[src/rtl/ps2_pkg.sv]
// rtl/ps2_pkg.sv - shared PS/2 state encoding, frame size and keyboard command codes
package ps2_pkg;

    typedef enum logic [2:0] {
        IDLE,
        INHIBIT,
        REQ,
        SEND,
        ACK,
        RELEASE
    } ps2_state_t;

    // start + 8 data + parity + stop
    localparam int FRAME_BITS = 11;

    localparam logic [7:0] CMD_SET_LED = 8'hED;
    localparam logic [7:0] CMD_ENABLE  = 8'hF4;
    localparam logic [7:0] CMD_RESET   = 8'hFF;
    localparam logic [7:0] ACK_CODE    = 8'hFA;

endpackage

[src/rtl/ps2_line_sync.sv]
// rtl/ps2_line_sync.sv - two-flop synchronizer with falling-edge detect for one PS/2 line
module ps2_line_sync (
    input  logic clk,
    input  logic reset,
    input  logic line,
    output logic sync,
    output logic fall
);

    logic meta;
    logic prev;

    // Flops reset high so an idle (pulled-up) line never produces a spurious fall.
    always_ff @(posedge clk or posedge reset) begin
        if (reset) begin
            meta <= 1'b1;
            sync <= 1'b1;
            prev <= 1'b1;
        end else begin
            meta <= line;
            sync <= meta;
            prev <= sync;
        end
    end

    assign fall = prev & ~sync;

endmodule

[src/rtl/ps2_host_tx.sv]
// rtl/ps2_host_tx.sv - host-to-device PS/2 command transmitter with ACK check and watchdog
module ps2_host_tx
    import ps2_pkg::*;
#(
    parameter int INHIBIT_CYCLES = 5000,
    parameter int TIMEOUT_CYCLES = 750000
) (
    input  logic       clk,
    input  logic       reset,
    input  logic [7:0] tx_data,
    input  logic       tx_start,
    output logic       busy,
    output logic       done,
    output logic       tx_err,
    input  logic       ps2clk,
    input  logic       data,
    output logic       ps2clk_low,
    output logic       data_low
);

    localparam int CNT_MAX = (INHIBIT_CYCLES > TIMEOUT_CYCLES) ? INHIBIT_CYCLES : TIMEOUT_CYCLES;
    localparam int CW = $clog2(CNT_MAX + 1);
    localparam logic [CW-1:0] INH_LAST = CW'(INHIBIT_CYCLES - 1);
    localparam logic [CW-1:0] TO_LAST  = CW'(TIMEOUT_CYCLES - 1);

    ps2_state_t state, state_n;
    logic [CW-1:0] cnt, cnt_n;
    logic [3:0] bitcnt, bitcnt_n;
    logic [FRAME_BITS-2:0] shreg, shreg_n;
    logic drv, drv_n;
    logic ack_fail, ack_fail_n;
    logic busy_n, done_n, tx_err_n;

    logic clk_sync, clk_fall;
    logic data_sync, data_fall_unused;

    ps2_line_sync u_clk_sync (
        .clk   (clk),
        .reset (reset),
        .line  (ps2clk),
        .sync  (clk_sync),
        .fall  (clk_fall)
    );

    ps2_line_sync u_data_sync (
        .clk   (clk),
        .reset (reset),
        .line  (data),
        .sync  (data_sync),
        .fall  (data_fall_unused)
    );

    always_ff @(posedge clk or posedge reset) begin
        if (reset) begin
            state    <= IDLE;
            cnt      <= '0;
            bitcnt   <= '0;
            shreg    <= '0;
            drv      <= 1'b0;
            ack_fail <= 1'b0;
            busy     <= 1'b0;
            done     <= 1'b0;
            tx_err   <= 1'b0;
        end else begin
            state    <= state_n;
            cnt      <= cnt_n;
            bitcnt   <= bitcnt_n;
            shreg    <= shreg_n;
            drv      <= drv_n;
            ack_fail <= ack_fail_n;
            busy     <= busy_n;
            done     <= done_n;
            tx_err   <= tx_err_n;
        end
    end

    always_comb begin
        state_n    = state;
        cnt_n      = cnt;
        bitcnt_n   = bitcnt;
        shreg_n    = shreg;
        drv_n      = drv;
        ack_fail_n = ack_fail;
        busy_n     = busy;
        done_n     = 1'b0;
        tx_err_n   = tx_err;

        case (state)
            IDLE: begin
                // done is still high on the first IDLE cycle, which blocks back-to-back accepts
                if (tx_start && !done) begin
                    shreg_n    = {1'b1, ~^tx_data, tx_data};
                    busy_n     = 1'b1;
                    tx_err_n   = 1'b0;
                    ack_fail_n = 1'b0;
                    cnt_n      = '0;
                    bitcnt_n   = '0;
                    state_n    = INHIBIT;
                end
            end
            INHIBIT: begin
                if (cnt == INH_LAST) begin
                    cnt_n   = '0;
                    state_n = REQ;
                end else begin
                    cnt_n = cnt + 1'b1;
                end
            end
            REQ, SEND: begin
                if (clk_fall) begin
                    drv_n    = shreg[0];
                    shreg_n  = shreg >> 1;
                    bitcnt_n = (state == REQ) ? 4'd1 : bitcnt + 1'b1;
                    cnt_n    = '0;
                    if (state == REQ) begin
                        state_n = SEND;
                    end else if (bitcnt == 4'd9) begin
                        state_n = ACK;
                    end
                end
            end
            ACK: begin
                if (clk_fall) begin
                    ack_fail_n = data_sync;
                    cnt_n      = '0;
                    state_n    = RELEASE;
                end
            end
            RELEASE: begin
                if (clk_sync && data_sync) begin
                    done_n   = 1'b1;
                    busy_n   = 1'b0;
                    tx_err_n = ack_fail;
                    state_n  = IDLE;
                end
            end
            default: state_n = IDLE;
        endcase

        // Watchdog runs only while waiting on the device and nothing else moved the FSM.
        if ((state inside {REQ, SEND, ACK, RELEASE}) && !clk_fall && (state_n == state)) begin
            if (cnt == TO_LAST) begin
                state_n  = IDLE;
                done_n   = 1'b1;
                busy_n   = 1'b0;
                tx_err_n = 1'b1;
            end else begin
                cnt_n = cnt + 1'b1;
            end
        end
    end

    assign ps2clk_low = (state == INHIBIT);

    always_comb begin
        data_low = 1'b0;
        case (state)
            INHIBIT: data_low = (cnt == INH_LAST);
            REQ:     data_low = 1'b1;
            SEND:    data_low = ~drv;
            default: data_low = 1'b0;
        endcase
    end

endmodule

[config.mk]
export PLATFORM = sky130hd
export DESIGN_NAME = ps2_host_tx
export DESIGN_NICKNAME = d
export VERILOG_FILES = /design/src/rtl/ps2_pkg.sv /design/src/rtl/ps2_line_sync.sv /design/src/rtl/ps2_host_tx.sv
export SDC_FILE = /design/constraint.sdc
export NUM_CORES = 1
export LEC_CHECK = 0
export CORE_MARGIN = 2
export CORE_UTILIZATION = 40
export DETAILED_ROUTE_END_ITERATION = 10
export SLEW_MARGIN = 30
export SYNTH_ARGS = -nofsm -noshare
export SYNTH_HDL_FRONTEND = slang
export SYNTH_SLANG_ARGS = --single-unit
[constraint.sdc]
create_clock -name clk -period 2.6 [get_ports clk]
set_input_delay 0.78 -clock clk [delete_from_list [all_inputs] [get_ports clk]]
set_output_delay 0.78 -clock clk [all_outputs]
set_load 0.02 [all_outputs]
Word level (Yosys, flattened, before mapping):

Cells that the tools add are included.
Widths: inputs -> output; s select.

* flip-flop bits (word level): 47
* input bits: 13

* $add $sub $neg: 2
* equality and inequality tests: 12
* multiplexer cells: 41
* bitwise logic cells: 3
* reductions and logical operators: 16

Operators by type and width (count)
* $mux 20: 5
* $pmux 20 s3: 1
* $mux 3: 9
* $add 20x1->20 const B: 1
* $eq 20x13->1 const B: 1
* $eq 20x20->1 const B: 1
* $mux 10: 2
* $pmux 10 s2: 1
* $pmux 3 s5: 1
* $mux 1: 14
* $mux 4: 3
* $pmux 4 s2: 1
* $reduce_xnor 8->1: 1
* $eq 3x2->1 const B: 2
* $eq 3x3->1 const B: 2
* $ne 2x2->1 const B: 3
* $pmux 1 s2: 3
* $reduce_and 3->1: 2
* $add 4x1->4 const B: 1
* $eq 4x4->1 const B: 1
* $logic_and 1x1->1: 4
* $reduce_bool 2->1: 2
* $reduce_bool 4->1: 1
* $eq 3x1->1 const B: 1
* 9 further kinds: 11

Depth between registers and ports, before layout:

* depth in word-level cells: 8
* mapped depth: 10

By module:

A second synthesis with hierarchy kept.

* cells, all modules: 290
* area, all modules: 2691.3 sq um

By module, submodules not included
* ps2_host_tx: instances 1, cells each 280, area each 2498.6 sq um, sequential area each 1051.0 sq um
* ps2_line_sync: instances 2, cells each 5, area each 96.3 sq um, sequential area each 78.8 sq um

Least setup slack after synthesis:

Ideal clock, no wire load.

* kind: register to output
* start point: register state[2]
* end point: output data_low
* arrival time: 1.800 ns
* data required time: 1.820 ns
* path slack: 0.020 ns
* cell stages (with the launch flop): 9
* path through: dfrtp_1 > buf_2 > inv_1 > ha_1 > clkbuf_1 > nand2_1 > a21oi_1 > a21oi_1 > nor2_1

* word-level cells in the longest chain between the ends: 2

RTL lines
* start: declaration: RTL line ps2_host_tx.sv:26 `ps2_state_t state, state_n;`
* start signal: assignment: RTL line ps2_host_tx.sv:65 `state <= state_n;`
* $eq 3x2->1 / $eq 3x1->1 (equally long branches): RTL line ps2_host_tx.sv:157 `case (state)`
* $pmux 1 s3 *: RTL line ps2_host_tx.sv:157
* end: declaration: RTL line ps2_host_tx.sv:18 `output logic data_low`

Every way passes the cells marked *; elsewhere a longest branch is shown, timed or not.

Worst setup path after layout:

* start point: register cnt[1]
* end point: output data_low

* word-level cells in the longest chain between the ends: 2

RTL lines
* start: declaration: RTL line ps2_host_tx.sv:27 `logic [CW-1:0] cnt, cnt_n;`
* start signal: assignment: RTL line ps2_host_tx.sv:66 `cnt <= cnt_n;`
* $eq 20x13->1: RTL line ps2_host_tx.sv:158 `INHIBIT: data_low = (cnt == INH_LAST);`
* $pmux 1 s3: RTL line ps2_host_tx.sv:157

No other way between the ends.

==> results_dict.tcl <==
set metrics [dict create \
    drtIter0Drc 135 \
    grt_pass1_vias 2182 \
    ant_nets 0 \
    setup_viol 0 \
    die_x_um 85.4 \
    die_h_um 85.4 \
    cellPowerDensity_mw_per_mm2 583 \
    pre_cts_slack_ns -0.306 \
    antenna_cells 0 \
    cts-root-buf "clkbuf_8" \
    syn-cell-area_mm2 0.00265 \
    cp.arrival_ns 1.80 \
    coreArea_mm2 0.00639 \
    worstRegToRegCells 10 \
    crit_path_max_fanout 3 \
    critPathLaunchType "register" \
    portBuffers 17 \
    hold_class "reg -> reg" \
    maxCapViolCount 0 \
    placed_area_mm2 0.00316 \
    drive_gt1_frac 0.224 \
    yosysSeqAreaShare 0.446 \
    cts_buffers 5 \
    cts_hold_buffers 0 \
    synth.most_common_cell "dfrtp_1" \
    fin_skew_ns 0.00690 \
    period_share 0.991 \
    synth_seq_cells 47 \
    synth_edf_count 0 \
    synth.top_cell.area_share 0.396 \
    post-route-drc-count 0 \
    fin_crit_ns 2.58 \
    rows 29 \
    io_pins 18 \
    track_usage 0.184 \
    holdWs_ns 0.361 \
    grt_max_degree 48 \
    finalWorstSetupSlack_ns 0.0241 \
    clkSinkCount 47 \
    grt_pass1_wl_mm 10.7 \
    status "completed" \
    synth.largest_area_cell "dfrtp_1" \
    path_clk_slew_ns 0.09 \
    required_ns 1.82 \
    peakVddDrop_uv 381 \
    clockBufferDepth 2 \
    synth_ff_type "dfrtp_1" \
    vias 2380 \
    start_util 0.415 \
    dr.pass1.iters 4 \
    final_nets 365 \
    place_hpwl_mm 4.60 \
    hold_depth 0 \
    fmax_mhz 388 \
    area_growth_pct 26.9 \
    synthesis.nets 309 \
    cellLeakagePower_nw 1.40 \
    synth.distinct_cells 55 \
    syn_inst 291 \
    via_per_inst 5.60 \
    avgSynthCellArea_um2 9.12 \
    avgRoutedWirePerCell_um 14.7 \
    clk_latency_ns 0.30 \
    finalMaxSlewViolations 0 \
    grt_overflow 0 \
    antenna_found_initial 0 \
    async_flop_share 1.00 \
    wirelength_mm 6.25 \
    max_slew.worst_pin.slew_ns 0.581 \
    relSlewSlack 0.611 \
    yosys_warnings 0 \
    stdcell_area_mm2 0.00337 \
    crit_type "reg -> out" \
    synthTopCellsByArea "dfrtp_1, nand2_1, dfstp_2" \
    rsz0062_at_grt "yes" \
    synthTopCellsByCount "dfrtp_1, nand2_1, nor2_1" \
    hold_viol 0 \
    worstSetupEndpointType "primary output" \
    htreeDepth 2 \
    power.total_w 0.00196 \
    cts_tree "built" \
    place_congestion 0.897 \
    dieArea_mm2 0.00730 \
    fin_util 0.527 \
]
==> final cells by class <==
| cell class | count | area [um2] |
|---|---|---|
| clock inverter | 3 | 43.8 |
| timing repair buffer | 61 | 528 |
| sequential | 47 | 1180 |
| clock buffer | 5 | 68.8 |
| multi-input combinational | 224 | 1410 |
| inverter | 8 | 30.0 |
| fill | 616 | 3020 |
| tap | 77 | 96.3 |
==> path summary, 6_finish.rpt <==
path	from	end	slack [ns]
setup / recovery	cnt[1]$_DFF_PP0_	data_low	0.02
hold reg to reg	u_clk_sync.meta$_DFF_PP1_	u_clk_sync.sync$_DFF_PP1_	0.36
setup reg to reg	state[2]$_DFF_PP0_	cnt[18]$_DFF_PP0_	0.16
max in group asynchronous	reset	u_clk_sync.prev$_DFF_PP1_	1.50
hold / removal	u_clk_sync.meta$_DFF_PP1_	u_clk_sync.sync$_DFF_PP1_	0.36
min in group asynchronous	reset	shreg[4]$_DFFE_PP0P_	0.82
==> metrics by stage <==
stage          instances  TNS (ns)
2_1_floorplan        291         0
3_3_place_gp         412     -4.99
3_5_place_dp         412     -6.02
4_1_cts              422   -0.0189
5_1_grt              425    -0.119
6_report             425         0
==> logic make-up (layout without fill, tap and decap cells) <==
group | count (synthesis) | after routing | share of synthesized area
and+or+nand+nor | 121 | 121 | 0.231
AOI/OAI and AO/OA | 82 | 82 | 0.208
DFF | 47 | 47 | 0.446
buffers and inverters | 20 | 77 | 0.0340
muxes | 9 | 9 | 0.0344
xor gates and xnor gates | 7 | 7 | 0.0231
adders and majority gates | 5 | 5 | 0.0236
==> where the power goes <==
group	internal, W	switching [W]	leakage (nW)
clock network	0.000287	0.000261	0.0581
logic	0.000255	0.000252	0.747
registers	0.000844	0.0000631	0.598
==> placed cells by master (no fill, tap or decap), types with 3 or more instances in the layout <==
cell type and count:
nand3_1 14, o21ai_0 21, nand2_1 37, a311oi_1 4, a21oi_1 16, clkbuf_8 5
clkdlybuf4s50_1 15, buf_4 40, or3_1 4, nor3b_1 4, nor3_1 6, mux2i_1 8
o211ai_1 6, nor2_2 3, xnor2_1 6, nor2_1 23, nand4_1 4, buf_6 4
inv_1 7, o311ai_1 3, and3_1 6, dfstp_2 5, a31oi_1 8, ha_1 5
dfrtp_1 40, a211oi_1 5
==> timing repair <==
action,in CTS,in global routing
gates resized for setup,6,18
buffers inserted,2,3
endpoints found under the setup margin,1,22
pin swaps,3,8
==> state kept, by name, indices dropped and copies added, names as in the netlist <==
name              cells
u_clk_sync.meta       1
busy                  1
ack_fail              1
state                 3
u_clk_sync.prev       1
u_data_sync.meta      1
drv                   1
u_data_sync.sync      1
done                  1
bitcnt                4
cnt                  20
u_clk_sync.sync       1
tx_err                1
shreg                10
==> layer usage <==
layer / part of all wire / track usage / vias to the layer above
li1: - / - / 1187
met1: 0.53 / 0.290 / 1149
met2: 0.43 / 0.258 / 40
met3: 0.036 / 0.0340 / 4
met4: 0.0059 / 0.0462 / 0
met5: 0 / 0 / -
==> worst max-delay path, stage by stage (launching register included) <==
cell and delay (ns):
dfrtp_1 0.36, ha_1 0.16, and4bb_2 0.26, nand4_1 0.21, nor2_2 0.17, a21oi_1 0.08
nor2_1 0.10, buf_4 0.15
Note: power is estimated with default switching activity, not from simulation.
